--- src/rtl/pmod_meter_pkg.sv ---
// Shared constants and FSM state type for the PMOD edge meter.
package pmod_meter_pkg;

  localparam int NUM_CH          = 4;
  localparam int DEF_GATE_CYCLES = 48_000_000;
  localparam int DEF_CNT_W       = 24;

  typedef enum logic {
    IDLE    = 1'b0,
    MEASURE = 1'b1
  } meter_state_t;

endpackage

--- src/rtl/pmod_edge_meter_edge_sync.sv ---
// One-bit 2-FF synchronizer followed by a rising-edge detector.
// The pulse is combinational from the synchronized stage and its history flop.
module edge_sync (
  input  logic clk,
  input  logic rst_n,
  input  logic din,
  output logic pulse
);

  logic sync1;
  logic sync2;
  logic prev;

  always_ff @(posedge clk or negedge rst_n) begin
    if (!rst_n) begin
      sync1 <= 1'b0;
      sync2 <= 1'b0;
      prev  <= 1'b0;
    end else begin
      sync1 <= din;
      sync2 <= sync1;
      prev  <= sync2;
    end
  end

  assign pulse = sync2 & ~prev;

endmodule

--- src/rtl/pmod_edge_meter.sv ---
// Counts rising edges on four PMOD inputs over back-to-back gate windows and
// presents the latched per-channel counts through a valid/ack handshake.
module pmod_edge_meter
  import pmod_meter_pkg::*;
#(
  parameter int GATE_CYCLES = DEF_GATE_CYCLES,
  parameter int CNT_W       = DEF_CNT_W
) (
  input  logic                     clk,
  input  logic                     rst_n,
  input  logic [NUM_CH-1:0]        pmod_in,
  input  logic                     enable,
  output logic [NUM_CH*CNT_W-1:0]  result_counts,
  output logic [NUM_CH-1:0]        result_sat,
  output logic                     result_valid,
  input  logic                     result_ack,
  output logic                     overrun
);

  localparam int               TMR_W    = $clog2(GATE_CYCLES);
  localparam logic [TMR_W-1:0] TMR_LAST = TMR_W'(GATE_CYCLES - 1);
  localparam logic [CNT_W-1:0] CNT_MAX  = {CNT_W{1'b1}};

  meter_state_t                 state;
  logic [TMR_W-1:0]             timer;
  logic [NUM_CH-1:0][CNT_W-1:0] acc;
  logic [NUM_CH-1:0][CNT_W-1:0] acc_inc;
  logic [NUM_CH-1:0]            sat;
  logic [NUM_CH-1:0]            sat_inc;
  logic [NUM_CH-1:0]            edge_pulse;
  logic                         terminal;
  logic                         accept;

  for (genvar g = 0; g < NUM_CH; g++) begin : g_sync
    edge_sync u_edge_sync (
      .clk   (clk),
      .rst_n (rst_n),
      .din   (pmod_in[g]),
      .pulse (edge_pulse[g])
    );
  end

  // An edge that would overflow the counter is dropped and recorded in sat.
  always_comb begin
    acc_inc = acc;
    sat_inc = sat;
    for (int ch = 0; ch < NUM_CH; ch++) begin
      if (edge_pulse[ch]) begin
        if (acc[ch] == CNT_MAX) begin
          sat_inc[ch] = 1'b1;
        end else begin
          acc_inc[ch] = acc[ch] + 1'b1;
        end
      end
    end
  end

  // Dropping enable wins over a terminal cycle: the window is discarded.
  assign terminal = (state == MEASURE) && enable && (timer == TMR_LAST);

  always_ff @(posedge clk or negedge rst_n) begin
    if (!rst_n) begin
      state <= IDLE;
      timer <= '0;
      acc   <= '0;
      sat   <= '0;
    end else begin
      case (state)
        IDLE: begin
          timer <= '0;
          acc   <= '0;
          sat   <= '0;
          if (enable) begin
            state <= MEASURE;
          end
        end
        MEASURE: begin
          if (!enable) begin
            state <= IDLE;
            timer <= '0;
            acc   <= '0;
            sat   <= '0;
          end else if (terminal) begin
            timer <= '0;
            acc   <= '0;
            sat   <= '0;
          end else begin
            timer <= timer + 1'b1;
            acc   <= acc_inc;
            sat   <= sat_inc;
          end
        end
        default: begin
          state <= IDLE;
        end
      endcase
    end
  end

  // Handshake: a result transfers on any cycle with result_valid & result_ack;
  // result_valid then drops next cycle unless a new window closes on the same
  // cycle. result_ack with result_valid low has no effect.
  assign accept = result_valid & result_ack;

  always_ff @(posedge clk or negedge rst_n) begin
    if (!rst_n) begin
      result_counts <= '0;
      result_sat    <= '0;
      result_valid  <= 1'b0;
      overrun       <= 1'b0;
    end else if (terminal) begin
      result_counts <= acc_inc;
      result_sat    <= sat_inc;
      result_valid  <= 1'b1;
      if (accept) begin
        overrun <= 1'b0;
      end else if (result_valid) begin
        overrun <= 1'b1;
      end
    end else if (accept) begin
      result_valid <= 1'b0;
      overrun      <= 1'b0;
    end
  end

endmodule

--- config.mk ---
export PLATFORM = sky130hd
export DESIGN_NAME = pmod_edge_meter
export DESIGN_NICKNAME = d
export VERILOG_FILES = /design/src/rtl/pmod_meter_pkg.sv /design/src/rtl/pmod_edge_meter_edge_sync.sv /design/src/rtl/pmod_edge_meter.sv
export SDC_FILE = /design/constraint.sdc
export NUM_CORES = 1
export LEC_CHECK = 0
export CAP_MARGIN = 20
export CORE_ASPECT_RATIO = 1.5
export CORE_MARGIN = 10
export CORE_UTILIZATION = 55
export DETAILED_ROUTE_END_ITERATION = 8
export GPL_TIMING_DRIVEN = 0
export MAX_ROUTING_LAYER = met4
export PLACE_DENSITY_LB_ADDON = 0.25
export SYNTH_ARGS = -nofsm -noshare
export SYNTH_HDL_FRONTEND = slang
export SYNTH_HIERARCHICAL = 1
export SYNTH_SLANG_ARGS = --single-unit
--- constraint.sdc ---
create_clock -name clk -period 2.6 [get_ports clk]
set_input_delay 0.39 -clock clk [delete_from_list [all_inputs] [get_ports clk]]
set_output_delay 0.39 -clock clk [all_outputs]
set_load 0.005 [all_outputs]
## Word-level counts from Yosys, hierarchy flattened

Index checks and enable logic that the tools add are counted.

| word-level totals | value |
|---|---|
| bits of input ports | 8 |
| output and inout bits | 102 |
| register bits | 241 |

| cells by class | value |
|---|---|
| equal/unequal tests | 5 |
| add/subtract/negate cells | 5 |
| muxes and demuxes | 31 |
| reductions and logical operators | 5 |
| bitwise operators | 10 |

Operator list:

| cell | count |
|---|---|
| $mux W24 | 8 |
| $mux W96 | 2 |
| $pmux W96 S2 | 1 |
| $add A24 B1 Y24 const B | 4 |
| $eq A24 B24 Y1 const B | 4 |
| $mux W26 | 2 |
| $pmux W26 S2 | 1 |
| $add A26 B1 Y26 const B | 1 |
| $eq A26 B26 Y1 const B | 1 |
| $mux W1 | 14 |
| $mux W4 | 2 |
| $pmux W4 S2 | 1 |
| $and A1 B1 Y1 | 5 |
| $not A1 Y1 | 5 |
| $reduce_bool A2 Y1 | 2 |
| $logic_and A1 B1 Y1 | 2 |
| $reduce_and A2 Y1 | 1 |

## Depth between registers and ports, before layout

| logic depth | value |
|---|---|
| depth after elaboration | 6 |
| depth in mapped cells | 8 |
| gate-level depth less buffers | 6 |

## Hierarchy

Netlist, hierarchy kept.

Modules (own cells, without submodules):

| module | instances | area each (sq um) | cells an instance |
|---|---|---|---|
| pmod_edge_meter | 1 | 10375.0 | 1069 |
| edge_sync | 4 | 88.8 | 4 |

## Worst setup path after synthesis

Ideal clock, no wire load.

| path | value |
|---|---|
| path type | register to register |
| start | reg acc[0] (netlist bit) |
| end | reg result_counts[6] |
| period minus slack after synthesis | 2.064 ns |
| stages on the path, launching flop included | 8 |
| data required time | 2.467 ns |
| data arrival time | 1.931 ns |
| slack | 0.536 ns |
| cells stage by stage | dfrtp_1 > ha_1 > nand3_1 > nor4_1 > buf_2 > a211oi_1 > xnor2_1 > o21ai_0 |

| between the ends | value |
|---|---|
| longest elaborated chain between the ends | 3 |
| elaborated cells between the ends (all ways) | 4 |
| classes of those cells | 1 x add/sub; 1 x eq/ne; 2 x mux |

RTL lines:

| element | RTL line | source |
|---|---|---|
| from (decl) | pmod_edge_meter.sv:26 | `logic [NUM_CH-1:0][CNT_W-1:0] acc;` |
| from (signal assigned) | pmod_edge_meter.sv:89 | `acc <= acc_inc;` |
| $add A24 B1 Y24 / $eq A24 B24 Y1 (equally long branches) | pmod_edge_meter.sv:52, pmod_edge_meter.sv:49 |  |
| $mux W24 * | pmod_edge_meter.sv:49 | `if (acc[ch] == CNT_MAX) begin` |
| $mux W24 * | pmod_edge_meter.sv:48 | `if (edge_pulse[ch]) begin` |
| to (signal assigned) | pmod_edge_meter.sv:112 | `result_counts <= acc_inc;` |
| to (decl) | pmod_edge_meter.sv:13 | `output logic [NUM_CH*CNT_W-1:0] result_counts,` |

Mark *: on every way between the ends. The rest lies on a longest branch, timed or not.
A chain may end at the register's enable or synchronous reset.

## Worst setup path in the final report

| path | value |
|---|---|
| start | reg timer[2] |
| end | reg acc[79] (netlist bit) |

| between the ends | value |
|---|---|
| longest elaborated chain between the ends | 5 |

RTL lines:

| element | RTL line | source |
|---|---|---|
| from (decl) | pmod_edge_meter.sv:25 | `logic [TMR_W-1:0] timer;` |
| from (signal assigned) | pmod_edge_meter.sv:88 | `timer <= timer + 1'b1;` |
| $eq A26 B26 Y1 | pmod_edge_meter.sv:59 | `assign terminal = (state == MEASURE) && enable && (timer == TMR_LAST);` |
| $logic_and A1 B1 Y1 | pmod_edge_meter.sv:59 |  |
| $mux W96 | pmod_edge_meter.sv:83 | `end else if (terminal) begin` |
| $mux W96 | pmod_edge_meter.sv:78 | `if (!enable) begin` |
| $pmux W96 S2 | pmod_edge_meter.sv:68 | `case (state)` |

No other way between the ends.

==> key figures <==
Power and ir drop
  – Pleak: 5.30 nW
  – Cell Pwr Density: 566 nW/um2
  – Total Power: 7.35 mW
  – VDD IR max: 0.637 mV

Timing
  – Fin. max-slew vios: 0
  – Hold Violations, Final: 20
  – Tmin final: 2.45 ns
  – Setup violators final: 0
  – Max frequency: 408 MHz
  – Final WS setup: 0.148 ns
  – Sum Neg Setup Slack: 0 ns
  – Unrepaired setup endpoints after global routing: false
  – Hold slack final: -0.0279 ns
  – Final Cycle Share: 0.943
  – Slew HR: 0.354
  – Actual slew at the worst max-slew pin: 0.960 ns
  – Setup Skew: 0.0105 ns

Floorplan
  – Std-Cell Rows: 62
  – Core footprint: 19,200 um2
  – Initial Util: 0.560
  – Die W: 134 um
  – DIE AREA: 25,600 um2
  – Die height: 191 um
  – Num ports: 110

Final layout
  – Share of post-route cells with drive strength above 1: 0.0624
  – Antenna cell count: 0
  – Synthesis-to-finish area growth: 21.2%
  – Layout net count: 1,233
  – Post-route cell area: 13,000 um2

Global route
  – Global-route wire length before repair: 42,500 um
  – Initial antenna violation count: 0
  – Vias in the first global route: 8,505
  – Busiest layer in global routing: met2
  – Grt met2 use: 0.361
  – Largest net degree at the start of global routing: 124
  – Met3 Use GR: 0.0313
  – GRT Overall Usage: 0.205
  – Met1 Use GR: 0.238
  – Total grt overflow: 0

Worst hold path
  – Hold crit path type: primary input to asynchronous set/reset pin

Worst setup path
  – WP data arrival: 2.83 ns
  – Slowest CP cell: dfrtp_1
  – Reg-to-reg setup timing slack: 0.15 ns
  – R2R depth: 8
  – Crit-path max cell delay: 0.42 ns
  – CP Launch Point: timer[2]
  – Worst setup EP type: register
  – Startpoint Class: register
  – Critical Path RT: 2.98 ns
  – Critical path cell sequence: and4_1, clkbuf_1, and4_1, nand3_4, nand3_4, clkbuf_4, buf_2, nor2_1
  – Max FO, Critical Path: 10
  – Reg2reg start: timer[2]
  – WS Path Type: register to register
  – Worst R2R End: acc[79]

Placement
  – Pre-CTS setup slack: -0.663 ns
  – Area after DPL: 12,200 um2
  – RePlAce Congestion: 0.905
  – # port buffers: 109
  – Post-DP HPWL: 18,300 um

Detailed routing
  – Vias: 8,417
  – DR iter-0 viols: 457
  – Routed len/inst: 17.3 um
  – Vias per cell: 5.65
  – DRC errors left: 0
  – Post-Route WL: 25,700 um
  – Iteration count of the initial detailed-routing pass: 4
  – Antenna Violating Nets Remaining: 0

Run status
  – Outcome: complete, but fails checks
  – Failing checks: negative hold slack

Synthesis
  – Avg Cell Area, Syn: 9.89 um2
  – Asr flop ratio synth: 1.00
  – Net Count, Synth: 1,098
  – EDFF count, synth: 0
  – Synth unique cells: 48
  – Top cells by area, synth: dfrtp_1, nor2_1, xnor2_1, nand2_1, o21ai_0
  – #FFs+latches synth: 241
  – Yosys top cell by area: dfrtp_1
  – Synthesized area: 10,700 um2
  – Yosys warning total: 6
  – Synth Flop Type: dfrtp_1
  – Synth top area share: 0.562
  – Sequential fraction of the synthesis area: 0.562
  – Cells after synthesis: 1,085

Clock network
  – Root Buffer: clkbuf_16
  – Setup bufs post-CTS: 0
  – CTS H-tree depth: 1
  – CTS tree: built
  – Sink Count: 241
  – Clock transition at path regs: 0.07 ns
  – Hold_buf cts: 0
  – Post-CTS Resized: 8
  – Clock Path Buffers: 3
  – TritonCTS buffer count: 23
  – Clk Latency, worst-skew pair: 0.50 ns

Flow run
  – Max-Cap Viols: 0
[cell usage after synthesis, drive strengths merged, types with 3 or more instances]
cell	instances
dfrtp	241
buf	11
nor4	18
mux2	4
inv	17
ha	5
mux2i	12
o211ai	3
nor2	172
xnor2	70
a21oi	58
nor2b	4
nand4	41
clkbuf	42
a211oi	14
nand3	44
nor3	27
o21ai	73
or3	3
a2111oi	4
a21o	5
and2	6
xor2	22
a31oi	7
nand2b	5
or4	7
o31ai	5
nand2	110
and3	16
and4	21
nor4b	3
[metal layers]
metal | wire length (um) | vias to the layer above
li1 | - | 4041
met1 | 10600 | 4159
met2 | 13500 | 185
met3 | 1060 | 32
met4 | 501 | 0
met5 | 0 | -
[layout by cell type (no fill, tap or decap), types with 4 or more instances in the layout]
cell,synthesis,layout
and4_1,21,21
xnor2_1,70,70
clkbuf_2,0,6
nand4_1,40,40
clkbuf_1,42,38
nor3_1,25,25
a31oi_1,7,7
a21oi_1,58,58
or4_1,7,7
and3_1,16,16
nor2b_4,4,4
nand2_1,110,110
nand3_1,44,42
a21o_1,5,5
clkbuf_8,0,4
clkbuf_16,0,23
and2_1,6,6
mux2_2,4,4
nor2_1,172,172
dfrtp_1,241,241
mux2i_1,12,12
xor2_1,22,22
a211oi_1,14,14
clkinv_2,0,6
nand2b_1,5,5
inv_1,17,17
nor4_1,17,16
ha_1,5,5
o31ai_1,5,5
clkdlybuf4s50_1,0,108
buf_2,9,8
o21ai_0,72,72
[worst max path at each step]
stage	end	cells after the start	slack [ns]
finish	acc[79]	8	0.15
global route	acc[84]	8	0.01
CTS	result_counts[72]	8	0.05
detailed placement	acc[81]	8	-0.66
global placement	result_counts[58]	1	-8.82
floorplan	result_counts[6]	7	0.54
[area by class of cell]
cell class	instances	area, um2
timing repair buffer	111	1130
inverter	17	63.8
fill	1531	6160
sequential	241	6030
tap	256	320
buffer	52	215
clock buffer	29	638
clock inverter	10	131
multi-input combinational	774	4470
[metrics by stage]
step | hold WS (ns) | util | instances
5_1_grt | 0.0357 | 0.678 | 1490
2_1_floorplan | 0.0944 | - | 1085
4_1_cts | 0.00824 | 0.677 | 1490
6_report | -0.0279 | 0.678 | 1490
3_3_place_gp | 0.333 | 0.634 | 1450
3_5_place_dp | 0.336 | 0.635 | 1451
[flip-flops by register name (all words and copies together) (netlist names)]
name	count
g_sync.u_edge_sync/sync2	4
acc	96
timer	26
state	1
overrun	1
g_sync.u_edge_sync/prev	4
sat	4
result_valid	1
result_sat	4
g_sync.u_edge_sync/sync1	4
result_counts	96
[power breakdown]
group / internal [mW] / leakage (nW) / switching (mW)
sequential: 3.76 / 3.33 / 0.00991
combinational: 0.0357 / 1.59 / 0.126
clock: 2.03 / 0.386 / 1.39
[critical path, delay by kind of cell (launching register included)]
kind          cells  cell delay [ns]
flops             1             0.42
buf+inv           3             0.77
simple gates      5             1.12
[logic make-up after synthesis]
family                   synth area share
buffers and inverters              0.0255
multiplexers                       0.0154
AO/OA/AOI/OAI                      0.0956
adder cells (fa/ha/maj)           0.00583
AND/OR/NAND/NOR                     0.221
XOR/XNOR                           0.0751
flip-flops                          0.562
(Power assumes the default switching activity.)
